--- config.mk ---
export PLATFORM = sky130hd
export DESIGN_NAME = mat_vec_mac
export DESIGN_NICKNAME = d
export VERILOG_FILES = /design/src/rtl/mat_pkg.sv /design/src/rtl/mat_mac_acc.sv /design/src/rtl/mat_vec_mac.sv
export SDC_FILE = /design/constraint.sdc
export NUM_CORES = 1
export LEC_CHECK = 0
export ABC_AREA = 0
export ABC_CLOCK_PERIOD_IN_PS = 11600
export CAP_MARGIN = 20
export CORE_MARGIN = 4
export CORE_UTILIZATION = 54
export CTS_CLUSTER_DIAMETER = 60
export CTS_CLUSTER_SIZE = 28
export DETAILED_ROUTE_END_ITERATION = 6
export GPL_TIMING_DRIVEN = 0
export PLACE_DENSITY = 0.74
export SYNTH_ARGS = -nofsm -noshare
export SYNTH_HDL_FRONTEND = slang
export SYNTH_HIERARCHICAL = 1
export SYNTH_SLANG_ARGS = --single-unit
--- constraint.sdc ---
create_clock -name clk -period 11.6 [get_ports clk]
set_clock_uncertainty 0.05 [all_clocks]
set_input_delay 3.48 -clock clk [delete_from_list [all_inputs] [get_ports clk]]
set_output_delay 3.48 -clock clk [all_outputs]
set_load 0.01 [all_outputs]
--- src/rtl/mat_pkg.sv ---
// Shared definitions for the matrix-vector multiply-accumulate block:
// default element width, the frame state encoding and the accumulator
// width derivation used by both the top level and the MAC unit.
package mat_pkg;

    localparam int DATA_W_DEFAULT = 8;

    // LOAD_VEC captures the input vector; MAC_ROW streams the matrix rows.
    typedef enum logic {
        LOAD_VEC = 1'b0,
        MAC_ROW  = 1'b1
    } state_t;

    // A full-scale product needs 2*data_w bits; summing `width` of them
    // adds clog2(width) carry bits, so the dot product can never wrap.
    function automatic int acc_width(input int data_w, input int width);
        return 2 * data_w + $clog2(width);
    endfunction

endpackage

--- src/rtl/mat_mac_acc.sv ---
// Single unsigned multiply-accumulate unit. `sum` is the running total
// including the current product; the owner decides whether to keep it
// (enable), start the next row from zero (enable with restart) or drop
// everything (clear).
module mat_mac_acc
    import mat_pkg::*;
#(
    parameter int DATA_W = DATA_W_DEFAULT,
    parameter int ACC_W  = acc_width(DATA_W_DEFAULT, 3)
) (
    input  logic              clk,
    input  logic              rst,
    input  logic              clear,
    input  logic              enable,
    input  logic              restart,
    input  logic [DATA_W-1:0] a,
    input  logic [DATA_W-1:0] b,
    output logic [ACC_W-1:0]  sum
);

    logic [ACC_W-1:0]    acc;
    logic [2*DATA_W-1:0] product;

    // Operands widened first so the product keeps all 2*DATA_W bits.
    assign product = {{DATA_W{1'b0}}, a} * {{DATA_W{1'b0}}, b};
    assign sum     = acc + ACC_W'(product);

    // Accumulator register: cleared on reset/clear, restarted after a row's last beat.
    always_ff @(posedge clk) begin
        // NOTE: non-blocking assignments in clocked blocks so every register
        // samples pre-edge values regardless of block evaluation order.
        if (rst || clear) begin
            acc <= '0;
        end else if (enable) begin
            acc <= restart ? '0 : sum;
        end
    end

endmodule

--- src/rtl/mat_vec_mac.sv ---
// Matrix-vector product y = A*x over a byte stream. The first WIDTH beats
// load x, the following WIDTH*HEIGHT beats are A in row-major order. One
// dot product per row leaves through a single-entry valid/ready register.
module mat_vec_mac
    import mat_pkg::*;
#(
    parameter  int WIDTH  = 3,
    parameter  int HEIGHT = 3,
    parameter  int DATA_W = DATA_W_DEFAULT,
    localparam int ACC_W  = acc_width(DATA_W, WIDTH),
    localparam int ROW_W  = (HEIGHT > 1) ? $clog2(HEIGHT) : 1
) (
    input  logic              clk,
    input  logic              rst,
    input  logic              in_valid,
    output logic              in_ready,
    input  logic [DATA_W-1:0] in_data,
    output logic              out_valid,
    input  logic              out_ready,
    output logic [ACC_W-1:0]  out_data,
    output logic [ROW_W-1:0]  out_row,
    output logic              out_last,
    output logic              busy
);

    localparam int               COL_W    = (WIDTH > 1) ? $clog2(WIDTH) : 1;
    localparam logic [COL_W-1:0] COL_LAST = COL_W'(WIDTH - 1);
    localparam logic [ROW_W-1:0] ROW_LAST = ROW_W'(HEIGHT - 1);

    state_t            state;
    state_t            state_next;
    logic [COL_W-1:0]  col;
    logic [ROW_W-1:0]  row;
    logic [DATA_W-1:0] vec [WIDTH];
    logic [DATA_W-1:0] vec_sel;
    logic [ACC_W-1:0]  sum;

    logic accept;
    logic col_at_last;
    logic row_at_last;
    logic vec_write;
    logic acc_clear;
    logic acc_enable;
    logic load_result;

    assign col_at_last = (col == COL_LAST);
    assign row_at_last = (row == ROW_LAST);
    assign accept      = in_valid && in_ready;
    assign vec_sel     = vec[col];
    assign busy        = !((state == LOAD_VEC) && (col == '0));

    // State register.
    always_ff @(posedge clk) begin
        if (rst) begin
            state <= LOAD_VEC;
        end else begin
            state <= state_next;
        end
    end

    // Next state, input handshake and datapath strobes.
    always_comb begin
        // NOTE: every output of this block gets a default first, so no path
        // through the case statement can leave one unassigned (no latches).
        state_next  = state;
        in_ready    = 1'b0;
        vec_write   = 1'b0;
        acc_clear   = 1'b0;
        acc_enable  = 1'b0;
        load_result = 1'b0;

        if (!rst) begin
            case (state)
                LOAD_VEC: begin
                    in_ready = 1'b1;
                    if (in_valid) begin
                        vec_write = 1'b1;
                        if (col_at_last) begin
                            acc_clear  = 1'b1;
                            state_next = MAC_ROW;
                        end
                    end
                end
                MAC_ROW: begin
                    // The row-closing beat needs the output register free,
                    // or being emptied by downstream in this same cycle.
                    in_ready = col_at_last ? (!out_valid || out_ready) : 1'b1;
                    if (in_valid && in_ready) begin
                        acc_enable = 1'b1;
                        if (col_at_last) begin
                            load_result = 1'b1;
                            if (row_at_last) begin
                                state_next = LOAD_VEC;
                            end
                        end
                    end
                end
                default: state_next = LOAD_VEC;
            endcase
        end
    end

    // Column and row counters, advanced on accepted beats.
    always_ff @(posedge clk) begin
        if (rst) begin
            col <= '0;
            row <= '0;
        end else begin
            if (accept) begin
                col <= col_at_last ? '0 : col + COL_W'(1);
            end
            if (load_result) begin
                row <= row_at_last ? '0 : row + ROW_W'(1);
            end
        end
    end

    // Stored input vector.
    always_ff @(posedge clk) begin
        // NOTE: this small register array is reset explicitly so a frame that
        // starts after reset never multiplies against stale data; larger RAMs
        // would not get a reset port.
        if (rst) begin
            for (int i = 0; i < WIDTH; i++) begin
                vec[i] <= '0;
            end
        end else if (vec_write) begin
            vec[col] <= in_data;
        end
    end

    mat_mac_acc #(
        .DATA_W (DATA_W),
        .ACC_W  (ACC_W)
    ) u_mac (
        .clk     (clk),
        .rst     (rst),
        .clear   (acc_clear),
        .enable  (acc_enable),
        .restart (col_at_last),
        .a       (in_data),
        .b       (vec_sel),
        .sum     (sum)
    );

    // Output register: loads a finished row, holds it until downstream takes it.
    always_ff @(posedge clk) begin
        if (rst) begin
            out_valid <= 1'b0;
            out_data  <= '0;
            out_row   <= '0;
            out_last  <= 1'b0;
        end else if (load_result) begin
            out_valid <= 1'b1;
            out_data  <= sum;
            out_row   <= row;
            out_last  <= row_at_last;
        end else if (out_ready) begin
            out_valid <= 1'b0;
        end
    end

endmodule
Word-level counts from Yosys, hierarchy flattened
Memory sizes are Yosys's and may differ from the RTL's. A register that Yosys moved wholly into a read port is not among the register bits.
Index checks and enable logic that the tools add are counted.
{ "totals": {"ramBits": 24, "out_inout_bits": 24, "regBits": 45, "n_memories": 1, "inputBits": 12} }
{ "memory_table": {"columns": ["name", "depth", "width", "rd", "rd_clocked_by_memory_dff", "write_ports", "line", "text"], "rows": [
  ["vec", 3, 8, 1, 1, 3, "mat_vec_mac.sv:34", "logic [DATA_W-1:0] vec [WIDTH];"]
]} }
{ "op_classes": {"mux": 35, "n_eq_ne": 2, "n_reduce_logical": 10, "n_bitwise": 1, "n_addsub": 3, "n_mul": 1} }
{ "op_table": {"columns": ["op", "count"], "rows": [
  ["2-to-1 mux 1 bit", 26],
  ["adder 18 x 16 -> 18 bit", 1],
  ["2-to-1 mux 18 bit", 1],
  ["multiplier 8 x 8 -> 16 bit", 1],
  ["2-to-1 mux 2 bit", 5],
  ["2-to-1 mux 8 bit", 1],
  ["OR reduction 8 bit", 1],
  ["adder 2 x 1 -> 2 bit (second input constant)", 2],
  ["equality test 2 bit (second input constant)", 2],
  ["one-hot mux 1 bit (2 select lines)", 2],
  ["logical AND 1 bit", 3],
  ["zero test 1 bit", 2],
  ["zero test 2 bit", 1],
  ["logical OR 1 bit", 2],
  ["nonzero test 2 bit", 1],
  ["NOT 1 bit", 1]
]} }

Depth between registers and ports, before layout
Gate-level depths: netlist of the first run.
{ "depth": {"ltp_word": 8, "ltp_mapped": 21, "mapped_depth_nobuf": 19} }

Hierarchy
Netlist of the first run, hierarchy kept.
{ "modules_own_cells": {"columns": ["module", "cells_per_inst", "area_each_um2", "instances"], "rows": [
  ["mat_mac_acc", 370, 3231.8, 1],
  ["mat_vec_mac", 211, 2531.2, 1]
]} }

Least setup slack after synthesis of the first run
OpenSTA, ideal clock, no wires.
{ "synth_path": {"path_type": "input to output", "startpoint": "input port out_ready", "endpoint": "output port in_ready", "arrival_ns": 4.183, "slack_ns": 3.887, "path_stages": 4, "path_buffers": 2, "path_cell_list": "nor2b_1 -> clkbuf_1 -> clkbuf_1 -> a31oi_1"} }
{ "synth_between": {"elab_chain_len": 4} }
{ "synth_lines": {"columns": ["element", "line", "text"], "rows": [
  ["from (decl)", "mat_vec_mac.sv:19", "input logic out_ready,"],
  ["logical OR 1 bit", "mat_vec_mac.sv:87", "in_ready = col_at_last ? (!out_valid || out_ready) : 1'b1;"],
  ["2-to-1 mux 1 bit", "mat_vec_mac.sv:87", null],
  ["one-hot mux 1 bit (2 select lines)", "mat_vec_mac.sv:73", "case (state)"],
  ["2-to-1 mux 1 bit", "mat_vec_mac.sv:72", "if (!rst) begin"],
  ["to (decl)", "mat_vec_mac.sv:16", "output logic in_ready,"]
]} }
No other way between the ends.

Worst setup path in the final report of the first run
Ends and elaborated chain as after synthesis.

==> results of run 1 <==
-- layout make-up --
class	count	area (sq um)
Inverter	92	345
Clock inverter	7	51.3
Buffer	26	119
Timing Repair Buffer	35	348
Tap cell	136	170
Clock buffer	9	124
Multi-Input combinational cell	384	3400
Sequential cell	79	1900
Fill cell	875	3910
-- registers in the layout, indices dropped and copies added (netlist names), named ones only --
name,count
u_mac/acc,18
out_valid,1
out_row,2
state,1
col,2
out_last,1
out_data,18
row,2
vec,32
-- cell usage in the layout, fill, tap and decap left out, types with 3 or more instances in the layout --
cell | netlist | routed
o21ai_0 | 25 | 25
ha_1 | 40 | 40
buf_2 | 5 | 5
xor2_1 | 5 | 5
xnor2_1 | 8 | 8
edfxtp_1 | 32 | 32
a31oi_1 | 3 | 3
a21oi_1 | 37 | 37
a22o_1 | 7 | 7
o22ai_1 | 4 | 4
nand2_1 | 46 | 46
o21bai_1 | 4 | 4
nor3_4 | 3 | 3
nand2b_1 | 3 | 3
a2bb2oi_1 | 4 | 4
nor2_1 | 9 | 9
clkbuf_8 | 0 | 9
inv_6 | 0 | 3
dfxtp_1 | 47 | 47
inv_1 | 92 | 92
a21o_1 | 5 | 5
nand3_1 | 23 | 23
clkdlybuf4s50_1 | 0 | 34
nor2b_1 | 7 | 7
or2_2 | 3 | 3
mux4_2 | 8 | 8
a211oi_1 | 3 | 3
buf_4 | 2 | 3
and2_1 | 57 | 57
clkbuf_1 | 17 | 17
fa_1 | 50 | 50
-- path summary, 6_finish.rpt --
path	start	to	cells after the start
worst max-delay path	out_ready	in_ready	6
worst max register to register	register	out_data[16]$_SDFFE_PP0P_	18
worst min register to register	u_mac/acc[0]$_SDFFE_PP0P_	u_mac/acc[0]$_SDFFE_PP0P_	2
worst min-delay path	u_mac/acc[0]$_SDFFE_PP0P_	u_mac/acc[0]$_SDFFE_PP0P_	2
-- cell usage after synthesis, types with 2 or more instances --
cell type  instances  area share
inv_1             92       0.060
and2_1            57       0.062
fa_1              50        0.17
dfxtp_1           47        0.16
nand2_1           46       0.030
ha_1              40       0.087
a21oi_1           37       0.032
edfxtp_1          32        0.17
o21ai_0           25       0.022
nand3_1           23       0.020
clkbuf_1          17       0.011
nor2_1             9      0.0059
mux4_2             8       0.031
xnor2_1            8       0.012
a22o_1             7       0.011
nor2b_1            7      0.0076
a21o_1             5      0.0065
buf_2              5      0.0043
xor2_1             5      0.0076
a2bb2oi_1          4      0.0061
o21bai_1           4      0.0052
o22ai_1            4      0.0043
a211oi_1           3      0.0039
a31oi_1            3      0.0033
nand2b_1           3      0.0033
nor3_4             3      0.0085
or2_2              3      0.0033
and2b_1            2      0.0026
buf_4              2      0.0026
mux2i_1            2      0.0035
nand4b_1           2      0.0030
nor3_1             2      0.0017
o21ai_1            2      0.0017
or3_1              2      0.0022
-- kinds of logic (layout without fill, tap and decap cells) --
family	after synthesis	in the layout	synth area share
and+or+nand+nor	167	167	0.162
buffers and inverters	118	169	0.0805
AOI/OAI and AO/OA	104	104	0.112
adders and majority gates	90	90	0.261
DFF	79	79	0.330
xor gates and xnor gates	13	13	0.0198
muxes	10	10	0.0347
-- per-stage QoR --
step,area (sq um),setup slack (ns)
6_report,6460,2.73
5_1_grt,6460,2.58
4_1_cts,6460,2.73
3_5_place_dp,6280,2.73
3_3_place_gp,6270,2.77
2_1_floorplan,5760,3.89
-- metal layers --
metal / wire length [um] / part of all wire
met5: 0 / 0
met3: 349 / 0.028
met1: 5880 / 0.48
met2: 6020 / 0.49
met4: 106 / 0.0086
-- report_power, final --
| group | switching (mW) | total [mW] | internal, mW |
|---|---|---|---|
| clock | 0.114 | 0.194 | 0.0797 |
| sequential | 0.00235 | 0.299 | 0.296 |
| combinational | 0.261 | 0.434 | 0.173 |
| total | 0.377 | 0.926 | 0.549 |
-- tightest hold or removal path, cell delays in order, from the launching register on --
cell      delay, ns
dfxtp_1        0.33
nand2b_1       0.07
a21oi_1        0.05
==> metrics, run 1 <==
Yosys cell types=54; Hold Vio Cnt, Final=0; CTS tree=built; Largest delay share family, worst path=buffers and inverters; Synth Net Count=683; Relative slew margins=0.446; die width=111 um; Final Power=0.926 mW; Core ar.=10,400 sq um; Reg2Reg Setup Slack=6.08 ns; GR peak layer=met2; largest net degree at the start of global routing=16; PortBufs=34; clock root buffer=clkbuf_8; Finished Layout Cells=768; DRT Pass-1 Iters=5; Nets=729; outcome=finished, final reports clean; dpl cells=752; diode count=0; Post-Synthesis Cells=581; Worst-path clk slew=0.09 ns; critical path required time=8.07 ns; CP Cell Sequence=clkdlybuf4s50_1 > nor2b_1 > clkbuf_1 > clkbuf_1 > a31oi_1 > clkdlybuf4s50_1; syn avg cell area=9.92 sq um; PostCTS Resize Cnt=0; total track usage=0.216; wire per inst=16.1 um; Die Y=111 um; vias per cell=5.39; worst path bufs/invs=4; Final Util=0.623; max_cap viols=0; initial antenna violation count=0; Critical Path AT=5.34 ns; Max Slew Vio Count=0; cell leakage power=2.83 nW; Post-synth EDFFs=32; Setup crit end kind=output port; Layout area overhead=12.0%; Tightest Hold Check Type=reg2reg; remaining antenna violation count=0; sequential area share after synthesis=0.330; Startpoint Class=input pin; global route overflow=0; Worst Max-Slew Pin Slew=0.825 ns; Initial Util=0.556; top_reg_cell synth=dfxtp_1; vias=4,142; TritonCTS buffer count=9; Ys Warns=6; Final period util=0.765; vias in the first global route=4,465; worst hold margin=0.434 ns; clk_lat worst skew=0.37 ns; clk buf depth=2; drc violations=0; M1 GR Usage=0.293; H-tree levels=3; total wire length=12,400 um; RSZ-0062 raised after global routing=false; Max VDD drop=0.0801 mV; critical path class=in2out; routability cong.=0.875; critical path's slowest cell=clkdlybuf4s50_1; Hold-fix buffers, CTS=0; total negative setup slack=0 ns; crit path max fanout=10; Max Fclk=0.113 GHz; GRT met3 Usage=0.0437; crit-path max cell delay=0.50 ns; first-pass GRT wire length=21,700 um; I/O pin total=36; die area=12,400 sq um; Final min period=8.87 ns; flops & latches, synth=79; synthesized cell area=5760 sq um; met2 Track Usage GR=0.356; ys async rst share=0; number of setup violations in the final report=0; Post-CTS Setup Inserts=0; PwrDens=143 nW/um^2; Initial DRC Count=180; layout cells sized above 1=0.0712; clk sink count=79; # rows=37; DP HPWL=9470 um
Note: power is estimated with default switching activity, not from simulation.
==> inputs of run 2 (changes only) <==
--- a/config.mk
+++ b/config.mk
@@ -6,7 +6,7 @@
 export NUM_CORES = 1
 export LEC_CHECK = 0
 export ABC_AREA = 0
-export ABC_CLOCK_PERIOD_IN_PS = 11600
+export ABC_CLOCK_PERIOD_IN_PS = 9100
 export CAP_MARGIN = 20
 export CORE_MARGIN = 4
 export CORE_UTILIZATION = 54
==> constraint.sdc (replaced) <==
create_clock -name clk -period 9.1 [get_ports clk]
set_clock_uncertainty 0.05 [all_clocks]
set_input_delay 2.73 -clock clk [delete_from_list [all_inputs] [get_ports clk]]
set_output_delay 2.73 -clock clk [all_outputs]
set_load 0.01 [all_outputs]
==> results of run 2 <==
The final DEF is identical to that of run 1. Status: finished, final reports clean.
Among the figures that moved: setup slack after placement 2.73 ns -> 1.22 ns; setup slack after layout 2.73 ns -> 1.58 ns; start point of the critical path out_ready -> in_data[5]; end point of the critical path in_ready -> out_data[16]$_SDFFE_PP0P_; register-to-register setup slack 6.08 ns -> 3.58 ns; total power 0.926 mW -> 1.18 mW; worst IR drop on VDD 0.0801 mV -> 0.102 mV
